`config.mk`:
```
export PLATFORM = sky130hd
export DESIGN_NAME = decode_stage
export DESIGN_NICKNAME = d
export VERILOG_FILES = /design/src/rtl/riscv_pkg.sv /design/src/rtl/reg_file.sv /design/src/rtl/decode_stage.sv
export SDC_FILE = /design/constraint.sdc
export NUM_CORES = 2
export LEC_CHECK = 0
export ABC_CLOCK_PERIOD_IN_PS = 77200
export BUFFER_PORTS_ARGS = -buffer_cell sky130_fd_sc_hd__buf_4
export CORE_MARGIN = 2
export CORE_UTILIZATION = 31
export CTS_BUF_LIST = sky130_fd_sc_hd__clkbuf_8
export CTS_CLUSTER_SIZE = 14
export DETAILED_ROUTE_END_ITERATION = 10
export PLACE_DENSITY = 0.54
export SYNTH_ARGS = -nofsm -noshare
export SYNTH_HDL_FRONTEND = slang
export SYNTH_SLANG_ARGS = --single-unit
```
`constraint.sdc`:
```
create_clock -name clk -period 77.2 [get_ports clk]
set_clock_uncertainty 0.05 [all_clocks]
set_input_delay 7.72 -clock clk [delete_from_list [all_inputs] [get_ports clk]]
set_output_delay 7.72 -clock clk [all_outputs]
set_load 0.005 [all_outputs]
```
`src/rtl/riscv_pkg.sv`:
```
// Shared RV32I/M encoding constants, immediate formats and the decoded-instruction payload.
package riscv_pkg;

    localparam int unsigned XLEN_W = 32;
    localparam int unsigned REG_AW = 5;

    localparam logic [6:0] OP_R      = 7'h33;
    localparam logic [6:0] OP_IMM    = 7'h13;
    localparam logic [6:0] OP_LOAD   = 7'h03;
    localparam logic [6:0] OP_STORE  = 7'h23;
    localparam logic [6:0] OP_BRANCH = 7'h63;
    localparam logic [6:0] OP_LUI    = 7'h37;
    localparam logic [6:0] OP_AUIPC  = 7'h17;
    localparam logic [6:0] OP_JAL    = 7'h6F;
    localparam logic [6:0] OP_JALR   = 7'h67;
    localparam logic [6:0] OP_SYSTEM = 7'h73;

    localparam logic [6:0] F7_BASE   = 7'h00;
    localparam logic [6:0] F7_ALT    = 7'h20;
    localparam logic [6:0] F7_MULDIV = 7'h01;

    typedef enum logic [2:0] {
        IMM_NONE,
        IMM_I,
        IMM_S,
        IMM_B,
        IMM_U,
        IMM_J
    } imm_fmt_e;

    typedef struct packed {
        logic [XLEN_W-1:0] pc;
        logic [6:0]        opcode;
        logic [2:0]        funct3;
        logic [6:0]        funct7;
        logic [REG_AW-1:0] rd;
        logic [REG_AW-1:0] rs1;
        logic [REG_AW-1:0] rs2;
        logic [XLEN_W-1:0] imm;
        logic              illegal;
    } dec_t;

    // Sign-extended immediate for the given format; R-type and unknown give 0.
    function automatic logic [XLEN_W-1:0] imm_gen(imm_fmt_e fmt, logic [XLEN_W-1:0] i);
        case (fmt)
            IMM_I:   return {{20{i[31]}}, i[31:20]};
            IMM_S:   return {{20{i[31]}}, i[31:25], i[11:7]};
            IMM_B:   return {{19{i[31]}}, i[31], i[7], i[30:25], i[11:8], 1'b0};
            IMM_U:   return {i[31:12], 12'b0};
            IMM_J:   return {{11{i[31]}}, i[31], i[19:12], i[20], i[30:21], 1'b0};
            default: return '0;
        endcase
    endfunction

endpackage

```
`src/rtl/reg_file.sv`:
```
// 32-entry integer register file: two async read ports, one sync write port, x0 hardwired to zero.
module reg_file
    import riscv_pkg::*;
#(
    parameter int unsigned XLEN   = 32,
    parameter bit          BYPASS = 1'b1
) (
    input  logic              clk,
    input  logic              rst,
    input  logic [REG_AW-1:0] rs1_addr,
    output logic [XLEN-1:0]   rs1_data_c,
    input  logic [REG_AW-1:0] rs2_addr,
    output logic [XLEN-1:0]   rs2_data_c,
    input  logic              wb_en,
    input  logic [REG_AW-1:0] wb_addr,
    input  logic [XLEN-1:0]   wb_data
);

    localparam int unsigned NREGS = 32;

    logic [XLEN-1:0] regs [NREGS];
    logic            wr_c;

    assign wr_c = wb_en && (wb_addr != '0);

    always_ff @(posedge clk or posedge rst) begin
        if (rst) begin
            for (int i = 0; i < NREGS; i++) begin
                regs[i] <= '0;
            end
        end else if (wr_c) begin
            regs[wb_addr] <= wb_data;
        end
    end

    // Same-cycle writeback wins over the stored value when bypass is enabled.
    always_comb begin
        rs1_data_c = (rs1_addr == '0) ? '0 : regs[rs1_addr];
        rs2_data_c = (rs2_addr == '0) ? '0 : regs[rs2_addr];
        if (BYPASS && wr_c && (wb_addr == rs1_addr)) rs1_data_c = wb_data;
        if (BYPASS && wr_c && (wb_addr == rs2_addr)) rs2_data_c = wb_data;
    end

endmodule

```
`src/rtl/decode_stage.sv`:
```
// RV32I/M decode stage: field split, immediate build and operand read behind one valid/ready slot.
module decode_stage
    import riscv_pkg::*;
#(
    parameter int unsigned XLEN      = 32,
    parameter bit          M_EXT     = 1'b1,
    parameter bit          WB_BYPASS = 1'b1
) (
    input  logic            clk,
    input  logic            rst,
    input  logic            in_valid,
    output logic            in_ready,
    input  logic [31:0]     in_instr,
    input  logic [XLEN-1:0] in_pc,
    input  logic            flush,
    input  logic            wb_en,
    input  logic [4:0]      wb_addr,
    input  logic [XLEN-1:0] wb_data,
    output logic            out_valid,
    input  logic            out_ready,
    output logic [XLEN-1:0] out_pc,
    output logic [6:0]      out_opcode,
    output logic [2:0]      out_funct3,
    output logic [6:0]      out_funct7,
    output logic [4:0]      out_rd_addr,
    output logic [XLEN-1:0] out_rs1_data,
    output logic [XLEN-1:0] out_rs2_data,
    output logic [XLEN-1:0] out_imm,
    output logic            out_illegal
);

    dec_t            dec_c;
    dec_t            dec_q;
    logic            valid_q;
    logic [XLEN-1:0] rs1_q;
    logic [XLEN-1:0] rs2_q;
    logic [XLEN-1:0] rf_rs1_c;
    logic [XLEN-1:0] rf_rs2_c;
    logic            accept_c;
    logic            hold_c;
    logic            refresh_ok_c;

    reg_file #(
        .XLEN   (XLEN),
        .BYPASS (WB_BYPASS)
    ) u_reg_file (
        .clk        (clk),
        .rst        (rst),
        .rs1_addr   (dec_c.rs1),
        .rs1_data_c (rf_rs1_c),
        .rs2_addr   (dec_c.rs2),
        .rs2_data_c (rf_rs2_c),
        .wb_en      (wb_en),
        .wb_addr    (wb_addr),
        .wb_data    (wb_data)
    );

    assign in_ready     = !valid_q || out_ready;
    assign accept_c     = in_valid && in_ready && !flush;
    assign hold_c       = valid_q && !out_ready && !flush;
    assign refresh_ok_c = WB_BYPASS && wb_en && (wb_addr != '0);

    // Combinational decode of the offered instruction.
    always_comb begin
        imm_fmt_e fmt;
        logic     has_rd;
        logic     illegal;
        fmt     = IMM_NONE;
        has_rd  = 1'b1;
        illegal = 1'b0;
        dec_c   = '0;

        dec_c.pc     = in_pc;
        dec_c.opcode = in_instr[6:0];
        dec_c.funct3 = in_instr[14:12];
        dec_c.funct7 = in_instr[31:25];
        dec_c.rs1    = in_instr[19:15];
        dec_c.rs2    = in_instr[24:20];

        case (dec_c.opcode)
            OP_R: begin
                case (dec_c.funct7)
                    F7_BASE:   illegal = 1'b0;
                    F7_ALT:    illegal = !((dec_c.funct3 == 3'd0) || (dec_c.funct3 == 3'd5));
                    F7_MULDIV: illegal = !M_EXT;
                    default:   illegal = 1'b1;
                endcase
            end
            OP_IMM: begin
                fmt = IMM_I;
                if (dec_c.funct3 == 3'd1 && dec_c.funct7 != F7_BASE) illegal = 1'b1;
                if (dec_c.funct3 == 3'd5 && dec_c.funct7 != F7_BASE && dec_c.funct7 != F7_ALT)
                    illegal = 1'b1;
            end
            OP_LOAD, OP_JALR, OP_SYSTEM: fmt = IMM_I;
            OP_STORE: begin
                fmt    = IMM_S;
                has_rd = 1'b0;
            end
            OP_BRANCH: begin
                fmt    = IMM_B;
                has_rd = 1'b0;
            end
            OP_LUI, OP_AUIPC: fmt = IMM_U;
            OP_JAL:           fmt = IMM_J;
            default:          illegal = 1'b1;
        endcase

        dec_c.imm     = imm_gen(fmt, in_instr);
        dec_c.illegal = illegal;
        dec_c.rd      = (illegal || !has_rd) ? '0 : in_instr[11:7];
    end

    // Pipeline slot; flush beats accept and hold, operands refresh while held.
    always_ff @(posedge clk or posedge rst) begin
        if (rst) begin
            valid_q <= 1'b0;
            dec_q   <= '0;
            rs1_q   <= '0;
            rs2_q   <= '0;
        end else begin
            if (flush)         valid_q <= 1'b0;
            else if (accept_c) valid_q <= 1'b1;
            else if (out_ready) valid_q <= 1'b0;

            if (accept_c) begin
                dec_q <= dec_c;
                rs1_q <= rf_rs1_c;
                rs2_q <= rf_rs2_c;
            end else if (hold_c && refresh_ok_c) begin
                if (wb_addr == dec_q.rs1) rs1_q <= wb_data;
                if (wb_addr == dec_q.rs2) rs2_q <= wb_data;
            end
        end
    end

    assign out_valid    = valid_q;
    assign out_pc       = dec_q.pc;
    assign out_opcode   = dec_q.opcode;
    assign out_funct3   = dec_q.funct3;
    assign out_funct7   = dec_q.funct7;
    assign out_rd_addr  = dec_q.rd;
    assign out_rs1_data = rs1_q;
    assign out_rs2_data = rs2_q;
    assign out_imm      = dec_q.imm;
    assign out_illegal  = dec_q.illegal;

endmodule

```
; After elaboration in Yosys (flattened, before gate mapping)
; Cells that the tools add are included.
[totals]
ff_bits = 1186
inputBits = 107
out_inout_bits = 153
[classes]
order_cmp = 4
eq_ne = 24
n_mux = 29
bitwise_logic = 3
n_reduce_logical = 36
[ops]
columns = operator, count
row1 = bitwise mux 1024 bit, 1
row2 = 2-to-1 mux 32 bit, 15
row3 = binary-select mux 32 bit (select 5 bit), 2
row4 = demux 32 bit (select 5 bit), 1
row5 = case mux 32 bit (5 select lines), 1
row6 = == test 7 x 6 -> 1 bit (second input constant), 4
row7 = == test 7 bit (second input constant), 4
row8 = == test 5 bit, 4
row9 = >= comparator 6 bit (second input constant), 3
row10 = inverter 5 -> 6 bit, 3
row11 = case mux 3 bit (5 select lines), 1
row12 = == test 7 x 5 -> 1 bit (second input constant), 2
row13 = logical AND 1 bit, 12
row14 = zero test 5 bit, 2
row15 = == test 3 bit (second input constant), 3
row16 = OR reduction 8 bit, 1
row17 = == test 7 x 1 -> 1 bit (second input constant), 1
row18 = == test 7 x 2 -> 1 bit (second input constant), 1
row19 = zero test 7 bit, 1
row20 = inequality test 7 x 6 -> 1 bit (second input constant), 1
row21 = nonzero test 7 bit, 1
row22 = == test 3 x 1 -> 1 bit (second input constant), 2
row23 = == test 3 x 2 -> 1 bit (second input constant), 2
row24 = < comparator 6 x 1 -> 1 bit (second input constant), 1
row25 = other kinds (13), 27

; Depth between registers and ports, before layout
[logic_depth]
word_depth = 7
depth_mapped = 10
mapped_depth_nobuf = 6

; Cells and area by module
; A second synthesis with hierarchy kept.
[hier_totals]
cells_unflattened = 4621
hier_area_um2 = 62924.1
[by_module_without_submodules]
columns = module, instances, cells_each, area_each_um2, seq_area_each_um2
row1 = reg_file, 1, 3797, 54981.5, 25624.6
row2 = decode_stage, 1, 824, 7942.6, 4053.9

; Least setup slack after synthesis
; No wires, ideal clock.
[synth_timing]
kind = input port to output port
from = input port out_ready
to = output port in_ready
arrival_time_ns = 8.026
path_slack_ns = 61.404
stages = 2
path_buffers = 0
path_cell_list = nor2b_1 -> inv_1
[synth_between]
elab_chain_cells = 1
[synth_lines]
columns = element, line_no
row1 = from (decl), decode_stage.sv:20  ; input logic out_ready,
row2 = logical OR 1 bit, decode_stage.sv:58  ; assign in_ready = !valid_q || out_ready;
row3 = to (decl), decode_stage.sv:12  ; output logic in_ready,
; No other way between the ends.

; Worst setup path in the final report
; Same ends and word-level chain as after synthesis.

==> out/results.ini <==
[outcome]
status=finished clean

[cts]
cts_made_buffers=208
ctsHtreeMaxLevel=4
cts_tree=yes
postCtsResizedCells=0
clkTransAtPathRegs_ns=0.06
hold_buffers=0
cts-root-buf=clkbuf_8
clock_path_buffers=3
cts.sinks=1186
clkLatencyLatePin_ns=0.93
postCtsSetupBuffers=0

[floorplan]
initial_core_util=0.312
io_pins=260
die_area_mm2=0.205
rows=164
die_x_um=453
core-area_mm2=0.200
dieHeight_um=453

[setup_path]
cp_slowest_cell=nor2b_1
crit_arrival_ns=8.59
critPathMaxFanout=4
crit_path_end_kind=output port
path_cells=buf_4 > nor2b_1 > inv_1 > buf_4
crit_path_frequent_cell=buf_4
crit_family=buffers and inverters
cp.required_ns=69.43
crit_buf_inv=3
critPathMaxStageDelay_ns=0.43
cp-start-kind=input port
critPathKind=input port to output port

[place]
place_congestion=0.800
dp_hpwl_um=121000
port_buffers=259
post-place-ws_ns=60.84

[routing]
wl_um=218000
drc=0
drtAntennaViolNets=0
vias=41700
via_per_inst=5.64
drtIter0Drc=3340
drtPass1Iterations=5
drt-wirelength-per-cell_um=29.4

[pwr]
p_leak_nw=31.1
ir_drop_mv=0.0143
p_per_area_mw_per_mm2=25.0

[cells_and_area]
areaGrowthSynthToFinish_pct=11.9
nets=4694
drive_gt1_frac=0.445

[synth]
synth_area_mm2=0.0625
synth_common_cells=dfrtp_1, mux2_2, mux4_2, nand2_1, mux2i_1
yosysMostFrequentCell=dfrtp_1
syn_nets=4698
synth_area_per_cell_um2=13.6
async_flop_share=1.00
ys_seq_area_frac=0.475
synth_edf_count=0
synth_top_area_frac=0.475
syn_inst=4591
yosys_most_used_dff=dfrtp_1
synth_warnings=0
yosysUniqueCellTypes=67
synthTopCellsByArea=dfrtp_1, mux2_2, mux4_2, mux2i_1, nand2_1
yosys.area.top_type=dfrtp_1
ys_ff_latch=1186

[sta]
rsz0062_at_grt=no
hold_viol_final=0
setup_viol=0
worst_pin_slew_ns=1.26
period_share=0.212
fmax_mhz=61.1
setup-tns-final_ns=0
min_period_ns=16.36
slew_viol_final=0
fin_ws_ns=60.84
slew_headroom=0.156

[global_route]
grt_pass1_wl_um=313000
grt_max_degree=105
grt.total_usage=0.209
antenna_found_initial=12
grt_pass1_vias=42800
grt-ovfl-total=0

[job]
cap_viol_max_count=0

[hold_path]
hold_class=register to register

==> cells by family after synthesis <==
group / synth area share
AOI/OAI and AO/OA: 0.0528
xor gates and xnor gates: 0.00308
buffers and inverters: 0.0479
DFF: 0.475
muxes: 0.380
and+or+nand+nor: 0.0410
==> power breakdown <==
part           switching [W]  internal [W]  total, W
clock               0.000277      0.000301  0.000578
combinational       0.000148      0.000202  0.000350
sequential         0.0000862      0.000736  0.000822
==> layout make-up <==
class	count	area (µm²)
Multi-Input combinational cell	2823	30000
Clock buffer	253	3480
Sequential cell	1186	29700
Fill cell	19400	130000
Clock inverter	109	577
Inverter	9	42.5
Tap cell	2656	3320
Timing Repair Buffer	359	2780
Antenna cell	4	10.0
==> registers in the layout, indices dropped and copies added (netlist names) <==
signal and flops:
dec_q 10, out_rs1_data 32, out_opcode 7, u_reg_file.regs 1024
out_valid 1, out_imm 32, out_rs2_data 32, out_funct7 7
out_illegal 1, out_funct3 3, out_pc 32, out_rd_addr 5
==> placed cells by master, fill, tap and decap left out, types with 14 or more instances in the layout <==
cell,instances
a211o_1,43
o311ai_1,31
mux2_1,29
o21ai_0,60
inv_1,89
nand2_1,358
a21oi_1,94
o221ai_1,95
nor3_1,51
nor2_1,37
dfrtp_1,1186
a211oi_1,14
mux4_2,395
clkbuf_8,253
nand3_1,63
mux2i_1,298
mux2_2,1026
a21o_1,21
buf_4,349
o22ai_1,55
nor2_4,14
==> per-layer routing <==
metal	vias up	global-route usage	share of wire
met5	-	0	0.00011
met4	4	0.0788	0.037
met3	397	0.0422	0.067
met2	1615	0.335	0.47
met1	22500	0.278	0.42
li1	17200	-	-
==> path summary, 6_finish.rpt <==
path                                        endpoint  cells after the start                  from  slack (ns)
min in group asynchronous                out_imm[28]                      2                   rst        6.89
worst min register to register  u_reg_file.regs[998]                      0  u_reg_file.regs[998]        0.35
worst min-delay path            u_reg_file.regs[998]                      0  u_reg_file.regs[998]        0.35
max in group asynchronous       u_reg_file.regs[213]                      5                   rst       66.96
worst max-delay path                        in_ready                      4             out_ready       60.84
worst max register to register      out_rs1_data[19]                      7             out_valid       74.13
==> stage by stage <==
step | cell area [µm²] | instances | total power, W | hold WS (ns) | util
2_1_floorplan | 62500 | 4591 | 0.00107 | 0.391 | -
3_3_place_gp | 65900 | 7033 | 0.00117 | 0.326 | 0.329
3_5_place_dp | 65900 | 7033 | 0.00118 | 0.333 | 0.329
4_1_cts | 69900 | 7395 | 0.00176 | 0.347 | 0.349
5_1_grt | 69900 | 7398 | 0.00183 | 0.358 | 0.350
6_report | 69900 | 7399 | 0.00175 | 0.346 | 0.350
Note: power is estimated with default switching activity, not from simulation.
